$ cat config.mk
export PLATFORM = sky130hd
export DESIGN_NAME = nibble_adder_seq
export DESIGN_NICKNAME = d
export VERILOG_FILES = /design/src/rtl/nibble_adder_seq.sv
export SDC_FILE = /design/constraint.sdc
export NUM_CORES = 1
export LEC_CHECK = 0
export ABC_AREA = 1
export ABC_CLOCK_PERIOD_IN_PS = 1500
export CAP_MARGIN = 20
export CORE_MARGIN = 5
export CORE_UTILIZATION = 43
export DETAILED_ROUTE_END_ITERATION = 16
export PLACE_DENSITY = 0.76
export SLEW_MARGIN = 10
export SYNTH_ARGS = -nofsm -noshare
export SYNTH_HDL_FRONTEND = slang
export SYNTH_SLANG_ARGS = --single-unit
$ cat constraint.sdc
create_clock -name clk -period 1.5 [get_ports clk]
set_input_delay 0.15 -clock clk [delete_from_list [all_inputs] [get_ports clk]]
set_output_delay 0.15 -clock clk [all_outputs]
set_load 0.05 [all_outputs]
$ cat src/rtl/nibble_adder_seq.sv
// Nibble-serial add/subtract sequencer driving one shared external 4-bit adder, LSB nibble first.
// Optional overflow/zero flags are enabled by defining NIBBLE_ADDER_SEQ_FLAGS_EN.
module nibble_adder_seq #(
    parameter int NIBBLES = 4
) (
    input  logic                 clk,
    input  logic                 rst,
    input  logic                 start,
    input  logic                 op_sub,
    input  logic [4*NIBBLES-1:0] a_in,
    input  logic [4*NIBBLES-1:0] b_in,
    output logic                 busy,
    output logic                 done,
    output logic [4*NIBBLES-1:0] result,
    output logic                 carry_out,
    output logic                 overflow,
    output logic                 zero,
    output logic [3:0]           add_a,
    output logic [3:0]           add_b,
    output logic                 add_cin,
    input  logic [3:0]           add_sum,
    input  logic                 add_cout
);
    localparam int W  = 4 * NIBBLES;
    localparam int IW = $clog2(NIBBLES);
    localparam logic [IW-1:0] LAST = IW'(NIBBLES - 1);

    typedef enum logic [1:0] {IDLE, RUN, DONE} state_t;

    state_t          state_reg, state_next;
    logic [IW-1:0]   index_reg, index_next;
    logic [W-1:0]    a_reg, a_next;
    logic [W-1:0]    b_reg, b_next;
    logic [W-1:0]    result_reg, result_next;
    logic            carry_reg, carry_next;
    logic            carry_out_reg, carry_out_next;
    logic            accept;
    logic            last_nibble;

    assign accept      = start && (state_reg != RUN);
    assign last_nibble = (state_reg == RUN) && (index_reg == LAST);

    always_ff @(posedge clk) begin
        if (rst) begin
            state_reg     <= IDLE;
            index_reg     <= '0;
            a_reg         <= '0;
            b_reg         <= '0;
            result_reg    <= '0;
            carry_reg     <= 1'b0;
            carry_out_reg <= 1'b0;
        end else begin
            state_reg     <= state_next;
            index_reg     <= index_next;
            a_reg         <= a_next;
            b_reg         <= b_next;
            result_reg    <= result_next;
            carry_reg     <= carry_next;
            carry_out_reg <= carry_out_next;
        end
    end

    always_comb begin
        state_next     = state_reg;
        index_next     = index_reg;
        a_next         = a_reg;
        b_next         = b_reg;
        result_next    = result_reg;
        carry_next     = carry_reg;
        carry_out_next = carry_out_reg;
        add_a          = 4'h0;
        add_b          = 4'h0;
        add_cin        = 1'b0;
        case (state_reg)
            IDLE, DONE: begin
                if (start) begin
                    // Subtraction is A + ~B + 1: invert B here and seed the carry.
                    state_next     = RUN;
                    index_next     = '0;
                    a_next         = a_in;
                    b_next         = op_sub ? ~b_in : b_in;
                    carry_next     = op_sub;
                    result_next    = '0;
                    carry_out_next = 1'b0;
                end else if (state_reg == DONE) begin
                    state_next = IDLE;
                end
            end
            RUN: begin
                add_a   = a_reg[{index_reg, 2'b00} +: 4];
                add_b   = b_reg[{index_reg, 2'b00} +: 4];
                add_cin = carry_reg;
                result_next[{index_reg, 2'b00} +: 4] = add_sum;
                carry_next = add_cout;
                if (index_reg == LAST) begin
                    state_next     = DONE;
                    index_next     = '0;
                    carry_out_next = add_cout;
                end else begin
                    index_next = index_reg + 1'b1;
                end
            end
            default: begin
                state_next = IDLE;
            end
        endcase
    end

    assign busy      = (state_reg == RUN);
    assign done      = (state_reg == DONE);
    assign result    = result_reg;
    assign carry_out = carry_out_reg;

`ifdef NIBBLE_ADDER_SEQ_FLAGS_EN
    logic overflow_reg;
    logic zero_reg;

    // Flags look at result_next so they see the nibble written on the same edge.
    always_ff @(posedge clk) begin
        if (rst) begin
            overflow_reg <= 1'b0;
            zero_reg     <= 1'b0;
        end else if (accept) begin
            overflow_reg <= 1'b0;
            zero_reg     <= 1'b0;
        end else if (last_nibble) begin
            overflow_reg <= (a_reg[W-1] == b_reg[W-1]) && (result_next[W-1] != a_reg[W-1]);
            zero_reg     <= (result_next == '0);
        end
    end

    assign overflow = overflow_reg;
    assign zero     = zero_reg;
`else
    logic unused_flag_inputs;
    assign unused_flag_inputs = accept ^ last_nibble;
    assign overflow = 1'b0;
    assign zero     = 1'b0;
`endif

endmodule

Word-level counts from Yosys, hierarchy flattened
Cells that the tools add are included.

storage, ports and cells
  register bits after elaboration = 54
  input bits = 41
  logic and storage cells = 46

operators by class
  add/subtract/negate cells = 2
  eq/ne operators = 6
  shift-type cells = 4
  muxes and demuxes = 19
  bitwise gates (word level) = 1
  reduce and logical (&&, ||, !) cells = 7

operators by type and width
  operator                count
  $mux 16                 2
  $pmux 16 s2             1
  $shiftx 16x5->4         2
  $bwmux 16               1
  $not 16->16             1
  $shift 4x6->16 const A  1
  $shiftx 4x6->16         1
  $mux 2                  5
  $mux 4                  2
  $pmux 2 s2              2
  $neg 4->6               1
  $reduce_and 2->1        3
  $eq 2x2->1 const B      2
  $mux 1                  4
  $pmux 1 s2              2
  $ne 3x3->1 const B      1
  $reduce_and 3->1        1
  $add 2x1->2 const B     1
  $eq 2x1->1 const B      1
  $logic_not 2->1         1
  $ne 2x1->1 const B      1
  $ne 2x2->1 const B      1
  $reduce_bool 2->1       1
  $reduce_or 2->1         1

Depth between registers and ports, before layout
  depth after elaboration = 4
  depth in mapped cells = 8
  mapped depth without buffers = 7

Least setup slack after synthesis
OpenSTA, ideal clock, no wires.

  kind = register to output
  from = register index_reg[1]
  to = output port add_a[0]
  arrival time = 1.652 ns
  required time = 1.350 ns
  slack = -0.302 ns
  stages on the path, launching flop included = 6
  path buffers = 1
  path through = dfxtp_1 -> inv_1 -> buf_2 -> nor2_1 -> o21ai_0 -> a21oi_1

on the way
  longest elaborated chain between the ends = 2

ends and longest elaborated chain
  what                    line  source
  from (decl)             31    logic [IW-1:0] index_reg, index_next;
  from (signal assigned)  54    index_reg <= index_next;
  $shiftx 16x5->4         90    add_a = a_reg[{index_reg, 2'b00} +: 4];
  $mux 4                  74    case (state_reg)
  to (decl)               18    output logic [3:0] add_a,

No other way between the ends.

Worst setup path in the final report
  from = register index_reg[0]
  to = output port add_b[2]

on the way
  longest elaborated chain between the ends = 2

ends and longest elaborated chain
  what             line  source
  $shiftx 16x5->4  91    add_b = b_reg[{index_reg, 2'b00} +: 4];
  $mux 4           74
  to (decl)        19    output logic [3:0] add_b,

No other way between the ends.

==> reports/metrics.yaml <==
synth_most_common_cell: "nor2_1"
synthesis.instances: 349
synth_area_sq_um: 2552
initialDrtViolationCount: 149
setup_slack_ns: -0.07872
grt_max_degree: 35
p_leak_uw: 0.001452
fin_skew_ns: 0.006981
drive_gt1_share_pct: 21.18
portBuffers: 68
maxCapViolCount: 0
num_rows: 28
grt_pass1_vias: 2401
min_path_type: "in -> reg"
ctsHoldBuffers: 0
cts_buffer_depth: 2
finalSetupTns_ns: -0.3643
critPathKind: "reg -> out"
drtPass1Iterations: 5
vdd_drop_max_uv: 529.9
cts_sinks: 54
cts_buffers: 5
ys_seq_elements: 54
synth-edff-count: 0
syn_avg_cell_area_sq_um: 7.314
antenna_found_initial: 0
finalPower_uw: 3262
grt_pass1_wl_mm: 10.85
die_area_sq_um: 7577
ys_top_cells_by_area: "dfxtp_1 42%, a21oi_1 9.6%, nor2_1 8.7%, o21ai_0 7.8%, nand2_1 7.2%"
cp_common_cell: "nor2_1"
clk_latency_ns: 0.30
core_area_sq_um: 5851
yosys-top-cells-count: "59 x nor2_1, 54 x dfxtp_1, 49 x a21oi_1, 49 x nand2_1, 40 x o21ai_0"
synth_top_area_share_pct: 42.35
grt_overflow: 0
fin_crit_ns: 1.579
max_stage_delay_ns: 0.39
min_delay_path_depth: 3
crit_arrival_ns: 1.43
die_h_microns: 87.05
routed_wl_mm: 6.602
cts_max_level: 2
r2r_start: "index_reg[0]$_SDFFE_PP0P_"
clkTransAtPathRegs_ns: 0.10
critPathCaptureType: "output port"
violations: "setup timing"
root_buffer: "clkbuf_8"
rr_worst_depth: 7
gp_congestion: 0.7826
start_kind: "flip-flop"
start_util_pct: 43.63
cts_tree: "built"
yosysTopAreaCell: "dfxtp_1"
ys_warn_count: 0
slew_violations: 0
min_period_over_period_pct: 105.2
async_flop_share_pct: 0
viasPerCell: 5.074
synth_flop_cell: "dfxtp_1"
pwr_density_cell_nw_per_um2: 888.9
synth-seq-area-share_pct: 42.35
grt_use_total_pct: 17.54
via_count: 2537
finalNetCount: 471
holdCritStartpoint: "a_in[0]"
fmax_ghz: 0.6334
crit_start: "index_reg[0]$_SDFFE_PP0P_"
diodes: 0
num_io_pins: 71
reg2reg_slack_ns: 0.08
cp_max_fo: 9
drtAntennaViolNets: 0
setup_viol: 8
worst_path_max_delay_cell: "dfxtp_4"
final_hold_viol_count: 0
rsz0062_at_grt: "yes"
area_growth_pct: 43.77
hpwl_mm: 4.580
synth_cell_types: 21
wire_per_inst_microns: 13.20
drc_errors: 0
die_x_microns: 87.05
cp_cell_sequence: "buf_8 -> nor2_1 -> nor2_1 -> o21ai_0 -> a21oi_2 -> buf_12"
crit_required_ns: 1.35
status: "finished with violations"
path summary, 6_finish.rpt:
| kind | end |
|---|---|
| min reg2reg | a_reg[4]$_SDFFE_PP0P_ |
| min | a_reg[0]$_SDFFE_PP0P_ |
| max reg2reg | result[13]$_SDFFE_PP0P_ |
| max | add_b[2] |
routing by layer:
layer | wire length, microns | up-vias | global-route usage [%] | share of wire [%]
met5 | 0 | - | 0 | 0
met3 | 400 | 18 | 2.460 | 6.1
met1 | 2723 | 1147 | 21.45 | 41
met4 | 153 | 0 | 5.807 | 2.3
met2 | 3325 | 85 | 31.33 | 50
li1 | - | 1287 | - | -
worst max-delay path, delay by kind of cell (launching register included):
family | cells | cell delay, ns
flops | 1 | 0.39
compound gates | 2 | 0.32
buf+inv | 2 | 0.29
simple gates | 2 | 0.11
layout make-up:
class | count | area [sq um]
multi-input combinational | 254 | 1346
tap | 75 | 93.84
timing repair buffer | 90 | 973.4
inverter | 19 | 73.82
fill | 509 | 2181
clock inverter | 2 | 12.51
clock buffer | 6 | 82.58
sequential | 54 | 1087
cells by family after synthesis:
logic type	share of synthesized area [%]
buffers and inverters	8.137
xor gates and xnor gates	5.490
and+or+nand+nor	23.48
other	0.1469
AOI/OAI and AO/OA	17.45
DFF	42.35
adders and majority gates	2.941
repair_timing:
action,4_1_cts,5_1_grt
setup buffers,1,1
resized for setup,16,16
gates cloned,3,0
pin swaps,6,5
setup endpoints to repair,9,21
stage by stage:
stage                     cell area, sq um  hold WS, ns  utilization, %  instances  setup slack (ns)
after floorplan                       2599       0.3144               -        350           0.02948
after global placement                3470       0.4423           59.30        487            0.1117
after detailed placement              3470       0.4450           59.30        487           0.06863
after CTS                             3625       0.4582           61.95        499          -0.08410
after global routing                  3670       0.4786           62.72        500           -0.1489
final                                 3670       0.4575           62.72        500          -0.07872
placed cells by master, fill, tap and decap left out, types with 7 or more instances in the layout:
cell / instances
a21oi_1: 40
a21oi_2: 8
buf_12: 14
buf_4: 31
clkdlybuf4s50_1: 40
dfxtp_1: 51
inv_1: 13
nand2_1: 49
nand3_1: 23
nor2_1: 50
nor2_2: 7
o21ai_0: 35
xnor2_1: 16
where the power goes:
part           internal, uW  leakage (uW)  total [uW]  switching (uW)
sequential             1530      0.000445        1580            49.9
combinational           382      0.000960         853             471
clock                   372     0.0000472         833             461
(Power assumes the default switching activity.)
==> RTL edit (same settings) <==
Change the parameter `NIBBLES` from 4 to 2.
--- a/src/rtl/nibble_adder_seq.sv
+++ b/src/rtl/nibble_adder_seq.sv
@@ -1,7 +1,7 @@
 // Nibble-serial add/subtract sequencer driving one shared external 4-bit adder, LSB nibble first.
 // Optional overflow/zero flags are enabled by defining NIBBLE_ADDER_SEQ_FLAGS_EN.
 module nibble_adder_seq #(
-    parameter int NIBBLES = 4
+    parameter int NIBBLES = 2
 ) (
     input  logic                 clk,
     input  logic                 rst,
Interface: changed (resized a_in, b_in and result); port bits go from 71 to 47. No check against the original RTL was run, so the function may have changed too.
==> RTL edit against the unedited design <==
Sequential cell count down 25. Final area fell by 46%. Register-to-register slack gained 300 ps. Synthesized area down 50%. Clock skew fell by 0.99 ps. Routed wire length down 49%. Worst setup slack improved by 99 ps. Combinational power decreased by 44%. Total power fell by 45%.
==> RTL edit: results (changes against the unedited design) <==
Critical path's largest stage delay -> 340 ps (was 390 ps)
Status -> finished, final reports clean (was complete, but fails checks)
Total Wirelength -> 3.34 mm (was 6.60 mm)
Post-synthesis adder-cell area fraction -> 0 (was 0.0294)
Vias in the first global route -> 1316 (was 2401)
Area after DPL -> 1850 sq um (was 3470 sq um)
GR Util met2 -> 0.314 (was 0.313)
Largest net degree at the start of global routing -> 25 (was 35)
Cell leakage power -> 0.000859 uW (was 0.00145 uW)
Clock Skews -> 5.99 ps (was 6.98 ps)
Initial drt markers -> 38 (was 149)
Filler cells -> 237 (was 509)
Commonest cells in the netlist -> nand2_1, dfxtp_1, nor2_1 (was nor2_1, dfxtp_1, a21oi_1, nand2_1, o21ai_0)
Post-synthesis cell type count -> 22 (was 21)
Gpl congestion -> 0.731 (was 0.783)
Compound-cell area share of the yosys netlist -> 0.127 (was 0.175)
NumNets Final -> 247 (was 471)
Slowest library cell on the worst path -> dfxtp_2 (was dfxtp_4)
Port bufs -> 44 (was 68)
GRT Total Usage -> 0.173 (was 0.175)
Crit-path leading delay family -> simple AND/OR/NAND/NOR gates (was flip-flops)
Share of cells above drive strength 1 -> 0.283 (was 0.212)
Grt met1 use -> 0.186 (was 0.214)
First-pass GRT wire length -> 5.67 mm (was 10.9 mm)
Crit Path Max Fanout -> 5 (was 9)
Via/cell ratio -> 5.03 (was 5.07)
Pwr dens -> 906 nW/um^2 (was 889 nW/um^2)
Skew-Pair Late Insertion Delay -> 320 ps (was 300 ps)
Register area share after synthesis -> 0.452 (was 0.424)
FP Rows -> 19 (was 28)
Synth Area in XOR/XNOR -> 0.0546 (was 0.0549)
Peak VDD IR -> 617 uV (was 530 uV)
Arrival @ worst endpoint -> 1330 ps (was 1430 ps)
Global-route track usage on met3 -> 0.0501 (was 0.0246)
[RTL edit: repair_timing]
item                                   in CTS  in global routing
cloned                                      1                  0
endpoints found under the hold margin       0                  0
gates resized for setup                    17                  3
pin swaps                                   8                  2
buffers inserted                            2                  1
setup endpoints to repair                   8                  9
[RTL edit: routing by layer]
| layer | vias to the layer above | routed length, um |
|---|---|---|
| met3 | 11 | 183 |
| met1 | 583 | 1330 |
| met4 | 0 | 98 |
| met2 | 38 | 1730 |
| li1 | 645 | - |
| met5 | - | 0 |
[RTL edit: worst paths after layout]
kind,startpoint,end,cells after the start
worst max-delay path,state_reg[1],add_a[1],6
worst max register to register,state_reg[1],result[1],7
worst min register to register,a_reg[5],a_reg[5],2
worst min-delay path,add_sum[3],result[3],3
[RTL edit: through the flow]
stage / worst slack (ps) / power, uW / std cells / setup TNS (ps) / hold slack, ps
after global routing: -43.6 / 1880 / 254 / -198 / 416
after floorplan: 125 / 1140 / 171 / 0 / 253
after global placement: 172 / 1320 / 242 / 0 / 464
after detailed placement: 131 / 1330 / 242 / 0 / 470
final: 20.8 / 1790 / 254 / 0 / 423
after CTS: 9.59 / 1790 / 253 / 0 / 419
[RTL edit: kinds of logic (layout without fill, tap and decap cells)]
| kind of cell | Yosys count | count (layout) |
|---|---|---|
| flops | 29 | 29 |
| xor+xnor | 8 | 8 |
| other cells | 1 | 2 |
| compound gates | 31 | 31 |
| buf+inv | 22 | 73 |
| simple gates | 79 | 80 |
[RTL edit: power breakdown]
part | internal [uW] | switching, uW | leakage (uW)
sequential | 826 | 39.6 | 0.000241
clock | 178 | 267 | 0.0000320
combinational | 215 | 263 | 0.000586
total | 1220 | 569 | 0.000859
[RTL edit: layout make-up]
class | count | area share
Multi-Input combinational cell | 121 | 0.319
Inverter | 11 | 0.0253
Clock buffer | 6 | 0.0209
Tap cell | 31 | 0.0196
Sequential cell | 29 | 0.298
Clock inverter | 2 | 0.00507
Timing Repair Buffer | 54 | 0.312
[RTL edit: tightest hold or removal path: cells and delay by family]
family                 cells  cell delay (ps)
AND/OR/NAND/NOR            1               80
buffers and inverters      1              430
AO/OA/AOI/OAI              1               40
